--- src/rtl/memory_stage_pkg.sv ---
// memory_stage_pkg
// Types and constants shared by the MEM stage and its load formatter:
//   mem_state_t   - access FSM states (IDLE, WAIT)
//   F3_*          - funct3 encodings for load/store widths
//   control_type  - pipeline control bundle fields used by the MEM stage
package memory_stage_pkg;

  typedef enum logic {
    IDLE = 1'b0,
    WAIT = 1'b1
  } mem_state_t;

  localparam logic [2:0] F3_B  = 3'b000;
  localparam logic [2:0] F3_H  = 3'b001;
  localparam logic [2:0] F3_W  = 3'b010;
  localparam logic [2:0] F3_BU = 3'b100;
  localparam logic [2:0] F3_HU = 3'b101;

  typedef struct packed {
    logic       reg_write;
    logic       mem_read;
    logic       mem_write;
    logic [2:0] funct3;
  } control_type;

endpackage

--- src/rtl/memory_stage_load_formatter.sv ---
// load_formatter
// Combinational extraction of a byte/half/word from a 32-bit read word,
// followed by sign or zero extension according to funct3.
// Ports:
//   rdata  [31:0] - raw word from data memory
//   addr   [1:0]  - byte offset within the word
//   funct3 [2:0]  - load width / signedness
//   result [31:0] - formatted load value
module load_formatter
  import memory_stage_pkg::*;
(
  input  logic [31:0] rdata,
  input  logic [1:0]  addr,
  input  logic [2:0]  funct3,
  output logic [31:0] result
);

  function automatic logic signed [31:0] sext8(input logic signed [7:0] v);
    return 32'(v);
  endfunction

  function automatic logic signed [31:0] sext16(input logic signed [15:0] v);
    return 32'(v);
  endfunction

  logic [7:0]  lane_b;
  logic [15:0] lane_h;

  always_comb begin
    lane_b = 8'h00;
    lane_h = 16'h0000;
    case (addr)
      2'd0: begin lane_b = rdata[7:0];   lane_h = rdata[15:0];  end
      2'd1: begin lane_b = rdata[15:8];  lane_h = rdata[23:8];  end
      2'd2: begin lane_b = rdata[23:16]; lane_h = rdata[31:16]; end
      // Offset 3 halfword is misaligned and never issued by the core;
      // wrap around so the output is still well defined.
      default: begin lane_b = rdata[31:24]; lane_h = {rdata[7:0], rdata[31:24]}; end
    endcase
  end

  always_comb begin
    result = rdata;
    case (funct3)
      F3_B:    result = sext8(lane_b);
      F3_H:    result = sext16(lane_h);
      F3_BU:   result = {24'h000000, lane_b};
      F3_HU:   result = {16'h0000, lane_h};
      default: result = rdata;
    endcase
  end

endmodule

--- src/rtl/memory_stage.sv ---
// memory_stage
// MEM stage of the five-stage RV32I core: issues loads/stores over a
// request/ready data-memory port, stalls the front of the pipeline while an
// access is outstanding, formats load data and holds the MEM/WB register.
// Ports:
//   clk, reset_n                 - clock, asynchronous active-low reset
//   alu_data_in, memory_data_in  - EX/MEM address/result and store data
//   control_in                   - EX/MEM control bundle
//   mem_forward_data             - combinational MEM-stage forwarding source
//   dmem_req/we/addr/wdata/be    - data-memory request side
//   dmem_ready, dmem_rdata       - data-memory response side
//   stall_out                    - freezes PC, IF/ID, ID/EX, EX/MEM
//   control_out, alu_data_out,
//   load_data_out                - MEM/WB register
//   misaligned_out, bus_error_out- registered one-cycle fault pulses
module memory_stage
  import memory_stage_pkg::*;
#(
  parameter int TIMEOUT = 255
) (
  input  logic        clk,
  input  logic        reset_n,
  input  logic [31:0] alu_data_in,
  input  logic [31:0] memory_data_in,
  input  control_type control_in,
  output logic [31:0] mem_forward_data,
  output logic        dmem_req,
  output logic        dmem_we,
  output logic [31:0] dmem_addr,
  output logic [31:0] dmem_wdata,
  output logic [3:0]  dmem_be,
  input  logic        dmem_ready,
  input  logic [31:0] dmem_rdata,
  output logic        stall_out,
  output control_type control_out,
  output logic [31:0] alu_data_out,
  output logic [31:0] load_data_out,
  output logic        misaligned_out,
  output logic        bus_error_out
);

  localparam int CNT_W = (TIMEOUT < 2) ? 1 : $clog2(TIMEOUT + 1);

  mem_state_t       state;
  logic [CNT_W-1:0] cnt;

  logic [1:0]  a;
  logic        mem_op;
  logic        misaligned;
  logic        issue;
  logic        at_limit;
  logic        complete;
  logic [31:0] load_fmt;
  control_type squashed;

  control_type ctrl_p1;
  logic [31:0] alu_p1;
  logic [31:0] load_p1;
  logic        misaligned_p1;
  logic        bus_error_p1;

  // ---- stage p0: address decode, request and lane steering (combinational)
  assign a                = alu_data_in[1:0];
  assign mem_forward_data = alu_data_in;
  assign mem_op           = control_in.mem_read | control_in.mem_write;

  always_comb begin
    misaligned = 1'b0;
    if (control_in.funct3[1:0] == 2'b01 && a[0])        misaligned = 1'b1;
    if (control_in.funct3[1:0] == 2'b10 && a != 2'b00)  misaligned = 1'b1;
  end

  assign issue    = mem_op & ~misaligned;
  assign at_limit = (state == WAIT) && (cnt == CNT_W'(TIMEOUT - 1));

  // reset_n gates the request so an in-flight access is abandoned at once.
  assign dmem_req = reset_n & ((state == IDLE) ? issue : 1'b1);
  // Stall drops on the completing cycle so EX/MEM advances with the result;
  // it also drops on the timeout cycle so the faulting access is squashed
  // rather than re-issued.
  assign stall_out = reset_n & ~dmem_ready &
                     ((state == IDLE) ? issue : ~at_limit);
  assign complete  = dmem_req & dmem_ready;

  assign dmem_we   = dmem_req & control_in.mem_write;
  assign dmem_addr = {alu_data_in[31:2], 2'b00};

  always_comb begin
    dmem_be    = 4'b1111;
    dmem_wdata = memory_data_in;
    case (control_in.funct3[1:0])
      2'b00: begin
        dmem_be    = 4'b0001 << a;
        dmem_wdata = {4{memory_data_in[7:0]}};
      end
      2'b01: begin
        dmem_be    = 4'b0011 << a;
        dmem_wdata = {2{memory_data_in[15:0]}};
      end
      default: ;
    endcase
  end

  always_comb begin
    squashed           = control_in;
    squashed.reg_write = 1'b0;
    squashed.mem_read  = 1'b0;
    squashed.mem_write = 1'b0;
  end

  load_formatter u_load_formatter (
    .rdata  (dmem_rdata),
    .addr   (a),
    .funct3 (control_in.funct3),
    .result (load_fmt)
  );

  // ---- stage p1: access FSM and MEM/WB register
  always_ff @(posedge clk or negedge reset_n) begin
    if (!reset_n) begin
      state         <= IDLE;
      cnt           <= '0;
      ctrl_p1       <= '0;
      alu_p1        <= '0;
      load_p1       <= '0;
      misaligned_p1 <= 1'b0;
      bus_error_p1  <= 1'b0;
    end else begin
      misaligned_p1 <= 1'b0;
      bus_error_p1  <= 1'b0;
      case (state)
        IDLE: begin
          if (!mem_op || complete) begin
            ctrl_p1 <= control_in;
            alu_p1  <= alu_data_in;
            load_p1 <= load_fmt;
          end else if (misaligned) begin
            ctrl_p1       <= squashed;
            alu_p1        <= alu_data_in;
            misaligned_p1 <= 1'b1;
          end else begin
            ctrl_p1 <= '0;
            cnt     <= '0;
            state   <= WAIT;
          end
        end
        WAIT: begin
          if (dmem_ready) begin
            ctrl_p1 <= control_in;
            alu_p1  <= alu_data_in;
            load_p1 <= load_fmt;
            state   <= IDLE;
          end else if (at_limit) begin
            ctrl_p1      <= '0;
            bus_error_p1 <= 1'b1;
            state        <= IDLE;
          end else begin
            ctrl_p1 <= '0;
            cnt     <= cnt + CNT_W'(1);
          end
        end
        default: state <= IDLE;
      endcase
    end
  end

  assign control_out    = ctrl_p1;
  assign alu_data_out   = alu_p1;
  assign load_data_out  = load_p1;
  assign misaligned_out = misaligned_p1;
  assign bus_error_out  = bus_error_p1;

endmodule

--- config.mk ---
export PLATFORM = sky130hd
export DESIGN_NAME = memory_stage
export DESIGN_NICKNAME = d
export VERILOG_FILES = /design/src/rtl/memory_stage_pkg.sv /design/src/rtl/memory_stage_load_formatter.sv /design/src/rtl/memory_stage.sv
export SDC_FILE = /design/constraint.sdc
export NUM_CORES = 1
export LEC_CHECK = 0
export CAP_MARGIN = 20
export CORE_UTILIZATION = 39
export DETAILED_ROUTE_END_ITERATION = 10
export PLACE_DENSITY = 0.81
export SYNTH_ARGS = -nofsm -noshare
export SYNTH_HDL_FRONTEND = slang
export SYNTH_SLANG_ARGS = --single-unit
--- constraint.sdc ---
create_clock -name clk -period 2.5 [get_ports clk]
set_input_delay 0.5 -clock clk [delete_from_list [all_inputs] [get_ports clk]]
set_output_delay 0.5 -clock clk [all_outputs]
set_load 0.005 [all_outputs]
==> results of run 1 <==
## registers in the layout, summed over array words and instances, names as in the netlist
register	flops
alu_data_out	32
bus_error_out	1
cnt	8
control_out	6
load_data_out	32
misaligned_out	1
state	1
## per-stage QoR
step	power [uW]	setup WS [ps]
6_report	4890	134
5_1_grt	5150	58.8
4_1_cts	4940	3.34
3_5_place_dp	3590	-327
3_3_place_gp	3520	-315
2_1_floorplan	2550	524
## repair_timing
| item | CTS | global route |
|---|---|---|
| pin swaps | 0 | 1 |
| endpoints found under the hold margin | 0 | 0 |
| resized for setup | 10 | 2 |
| cloned | 0 | 0 |
| endpoints found under the setup margin | 23 | 8 |
| setup buffers | 0 | 1 |
## power by group
group	internal [uW]	total, uW	switching (uW)
clock network	820	1330	510
logic	1140	1810	667
registers	1580	1750	174
## cell type report
cell class                      count  area, um2
Multi-Input combinational cell    284       2220
Clock inverter                      3       40.0
Timing Repair Buffer              309       3040
Inverter                            7       26.3
Clock buffer                       12        256
Tap cell                          172        215
Sequential cell                    81       2030
Fill cell                        1008       4740
## layout by cell type (no fill, tap or decap), types with 2 or more instances in the layout
master / count
clkdlybuf4s50_1: 269
dfrtp_1: 81
nand2_1: 59
o21ai_1: 30
buf_4: 30
mux2_4: 29
a21oi_1: 25
o21ai_0: 19
mux2_2: 19
nor2_1: 17
mux4_2: 15
mux2i_1: 12
clkbuf_16: 9
a31oi_1: 8
and2_1: 7
inv_1: 6
nand3_1: 5
nor3_1: 4
dlygate4sd2_1: 3
buf_12: 3
nand2b_1: 2
nor2_2: 2
o31ai_1: 2
or4_1: 2
o22ai_1: 2
o41ai_1: 2
ha_1: 2
conb_1: 2
clkbuf_8: 2
clkinv_2: 2
## routing by layer
metal  up-vias  global-route usage (%)  wire, um
met5         -                       0         0
met4         0                    10.6       450
li1       2025                       -         -
met1      2094                    26.0      5850
met2       248                    41.6      7720
met3        28                    5.06      1270
## cells by family after synthesis
kind of cell | after synthesis | synth area share [%]
muxes | 75 | 22.1
buffers and inverters | 108 | 15.3
DFF | 81 | 40.5
and+or+nand+nor | 106 | 9.35
AOI/OAI and AO/OA | 99 | 12.1
adders and majority gates | 2 | 0.500
other | 1 | 0.0749
## how the worst min path moves through the flow
stage	from	end	slack [ps]	depth (start not counted)
floorplan	reset_n	alu_data_out[0]	200	0
global placement	load_data_out[29]	load_data_out[29]	470	2
detailed placement	load_data_out[16]	load_data_out[16]	480	2
CTS	reset_n	alu_data_out[26]	160	2
global route	reset_n	alu_data_out[30]	170	2
finish	reset_n	alu_data_out[27]	160	2
## worst register-to-register path, cell delays in order (launching register included)
cell and delay (ps):
dfrtp_1 430, inv_1 90, ha_1 170, nand4_2 160
o311ai_4 410, a21boi_1 340, buf_4 200, a21oi_1 60
o21ai_2 130
==> impl_metrics.tcl, run 1 <==
set metrics [dict create \
    die_w_um 115 \
    synth_top_area_share_pct 40.5 \
    cp_slowest_cell "clkdlybuf4s50_1" \
    critPathBufInv 3 \
    crit_top_cell "clkdlybuf4s50_1" \
    fmax_mhz 423 \
    leakagePower_uw 0.00331 \
    clk_pin_slew_ps 60 \
    cts_hold_buf 0 \
    overflow 0 \
    grt_max_degree 67 \
    finalHoldViolCount 0 \
    synth_common_cells "dfrtp_1, buf_4, nand2_1" \
    cts-htree-levels 3 \
    fin_cells 868 \
    core_mm2 0.0126 \
    reg2reg_to "cnt[4]" \
    yosysTopAreaCell "dfrtp_1" \
    fin_setup_tns_ps 0 \
    route.detailed.drc 0 \
    ir_drop_v 0.000298 \
    dieArea_mm2 0.0133 \
    postRouteAntennaNets 0 \
    cp_cell_sequence "clkdlybuf4s50_1 -> nor2_2 -> inv_1 -> a21oi_2 -> nor2b_2 -> clkdlybuf4s50_1" \
    cts_buffers 9 \
    root_buffer "clkbuf_16" \
    grt_pass1_vias 4562 \
    ys_ff_latch 81 \
    regToRegSetupSlack_ps 430 \
    slew_headroom_pct 41.8 \
    power_density_mw_per_mm2 625 \
    syn_inst 472 \
    num_rows 41 \
    hold_ws_ps 160 \
    synth.most_common_cell "dfrtp_1" \
    ys_seq_area_share_pct 40.5 \
    num_antenna_cells 0 \
    yosysWarningCount 0 \
    status "complete, no violations" \
    drt_iter0_drc 254 \
    cts_tree "yes" \
    viasPerCell 5.06 \
    synth_enable_flop_cells 0 \
    pin_count 280 \
    start_kind "primary input" \
    fin_skew_ps 3.40 \
    cp-end-kind "primary output" \
    reg2reg_depth 8 \
    dp_hpwl_um 11800 \
    io_buffer_count 277 \
    drtPass1Iterations 4 \
    synthFlopType "dfrtp_1" \
    worstPathArrival_ps 1870 \
    worst_pin_slew_ps 873 \
    maxCapViolations 0 \
    drive_gt1_share_pct 17.8 \
    period_share_pct 94.6 \
    place.gp.congestion 0.884 \
    wirelength_um 15300 \
    max_stage_delay_ps 520 \
    synth.distinct_cells 46 \
    crit_required_ps 2000 \
    syn_area_mm2 0.00500 \
    via_count 4395 \
    clk_latency_ps 330 \
    track_usage_pct 23.1 \
    min_path_type "in2async" \
    rsz0062_at_grt "no" \
    worstSetupStartpoint "control_in[4]" \
    fin_nets 799 \
    dp.cells 852 \
    crit_path_max_fanout 3 \
    die-height_um 115 \
    crit_family "buffers and inverters" \
    async_reset_ff_share_pct 100 \
    cts.sink_count 81 \
    cp.depth 6 \
    ys_top_cells_by_area "dfrtp_1, buf_4, mux2_4" \
    grt_pass1_wl_um 23500 \
    antenna_found_initial 0 \
    layout-area-overhead-vs-synth_pct 56.4 \
    cts_buffer_depth 2 \
    wl_per_cell_um 17.6 \
    slew_violations 0 \
    setup_viol_count_final 0 \
    final_util_pct 62.3 \
    critical_path_class "in2out" \
    fin_area_mm2 0.00783 \
    initial_utilization_pct 39.8 \
    place_area_mm2 0.00752 \
    reg2reg_from "cnt[0]" \
    synth.avg_cell_area_um2 10.6 \
    crit_end "dmem_req" \
    period_minus_slack_ps 2370 \
]
Note: power is estimated with default switching activity, not from simulation.
==> run 2, diff against run 1 <==
Clock period 2.5 ns to 2.6 ns, I/O delays scaled along.
==> impl_metrics.tcl, run 2 (synthesis results as in run 1) <==
set metrics [dict create \
    place.gp.congestion 0.880 \
    switchingPower_uw 1300 \
    power_density_mw_per_mm2 601 \
    via_count 4397 \
    dp_hpwl_um 11800 \
    dp.cells 850 \
    num_rows 41 \
    antenna_found_initial 0 \
    final_cell_mix "clkdlybuf4s50_1, dfrtp_1, nand2_1" \
    track_usage_pct 22.7 \
    cts.sink_count 81 \
    fin_skew_ps 4.10 \
    clkPwrFrac_pct 27.9 \
    cp_cell_sequence "dlygate4sd2_1 -> buf_4 -> nor2_1 -> buf_4 -> mux2_2 -> clkdlybuf4s50_1" \
    critPathBufInv 4 \
    wl_per_cell_um 17.5 \
    drive_gt1_share_pct 17.8 \
    seqCellArea_mm2 0.00203 \
    core_mm2 0.0126 \
    power_frac_seq_pct 35.5 \
    die-height_um 115 \
    dieArea_mm2 0.0133 \
    initial_utilization_pct 39.8 \
    cts_hold_buf 0 \
    status "complete, no violations" \
    slew_headroom_pct 60.7 \
    cts-htree-levels 3 \
    overflow 0 \
    crit_family "buffers and inverters" \
    finalHoldViolCount 0 \
    report.power.total_uw 4740 \
    slew_violations 0 \
    grt_max_degree 43 \
    cts_buffer_depth 2 \
    crit_required_ps 2080 \
    crit_top_cell "buf_4" \
    die_w_um 115 \
    io_buffer_count 277 \
    critical_path_class "in2out" \
    cp_slowest_cell "clkdlybuf4s50_1" \
    final_common_cell "clkdlybuf4s50_1" \
    period_minus_slack_ps 2530 \
    cts_buffers 9 \
    postRouteAntennaNets 0 \
    leakagePower_uw 0.00338 \
    drtPass1Iterations 4 \
    grt_pass1_vias 4520 \
    num_antenna_cells 0 \
    p_int_uw 3440 \
    drt_iter0_drc 253 \
    cp-end-kind "primary output" \
    start_kind "primary input" \
    period_share_pct 97.4 \
    clk_latency_ps 340 \
    power_frac_comb_pct 36.7 \
    fmax_mhz 395 \
    root_buffer "clkbuf_16" \
    layout-area-overhead-vs-synth_pct 57.5 \
    worst_pin_slew_ps 589 \
    multi_input_area_mm2 0.00223 \
    worstPathArrival_ps 2010 \
    pin_count 280 \
    ir_drop_v 0.000287 \
    route.detailed.drc 0 \
    min_path_type "in2async" \
    fillers 1000 \
    viasPerCell 5.05 \
    max_stage_delay_ps 450 \
    crit_path_max_fanout 8 \
    maxCapViolations 0 \
    fin_nets 800 \
    wirelength_um 15200 \
    p_sw_share_pct 27.5 \
    fin_cells 870 \
    grt_pass1_wl_um 22900 \
    cts_tree "yes" \
    clk_pin_slew_ps 60 \
    setup_viol_count_final 0 \
]
-- run 2: power groups by stage --
stage / Combinational [uW] / Clock, uW / Sequential, uW
after floorplan: 747 / 0 / 1700
after global placement: 1700 / 0 / 1690
after detailed placement: 1740 / 0 / 1700
after CTS: 1750 / 1350 / 1680
after global routing: 1880 / 1410 / 1710
final: 1740 / 1320 / 1680
-- run 2: routing by layer --
layer  vias to the layer above  global-route usage (%)  part of all wire [%]
li1                       2033                       -                     -
met1                      2108                    25.8                    39
met2                       228                    41.0                    51
met3                        28                    5.11                   7.8
met4                         0                    9.44                   2.2
met5                         -                       0                     0
-- run 2: metrics by stage --
step | setup slack, ps | utilization [%] | cell area, um2 | setup TNS (ps) | hold WS (ps)
floorplan | 604 | - | 5010 | 0 | 224
global placement | -229 | 59.7 | 7500 | -3590 | 471
detailed placement | -256 | 59.7 | 7500 | -5400 | 475
CTS | 19.8 | 62.2 | 7820 | 0 | 167
global route | -1.45 | 62.7 | 7880 | -1.45 | 171
finish | 67.9 | 62.7 | 7880 | 0 | 154
-- run 2: what timing repair did --
action,in CTS,in global routing
gates resized for setup,6,11
cloned,0,0
buffers inserted,0,4
endpoints found under the setup margin,19,9
pin swaps,0,1
hold endpoints to repair,0,0
-- run 2: worst paths after layout --
path	startpoint	end	slack, ps	cells past startpoint
min	reset_n	control_out[2]	150	2
min reg2reg	load_data_out[17]	load_data_out[17]	480	2
max reg2reg	cnt[0]	cnt[4]	550	8
min in group clk	load_data_out[17]	load_data_out[17]	480	2
max in group asynchronous	reset_n	cnt[6]	1260	4
max	control_in[0]	dmem_wdata[13]	70	6
-- run 2: layout make-up --
cell class              instances  share of cell area (%)
clock buffers                  14                    3.48
clock inverters                 2                   0.445
inverters                       7                   0.333
multi-input cells             284                    28.3
flip-flops and latches         81                    25.7
well taps                     172                    2.73
repair buffers                310                    39.0
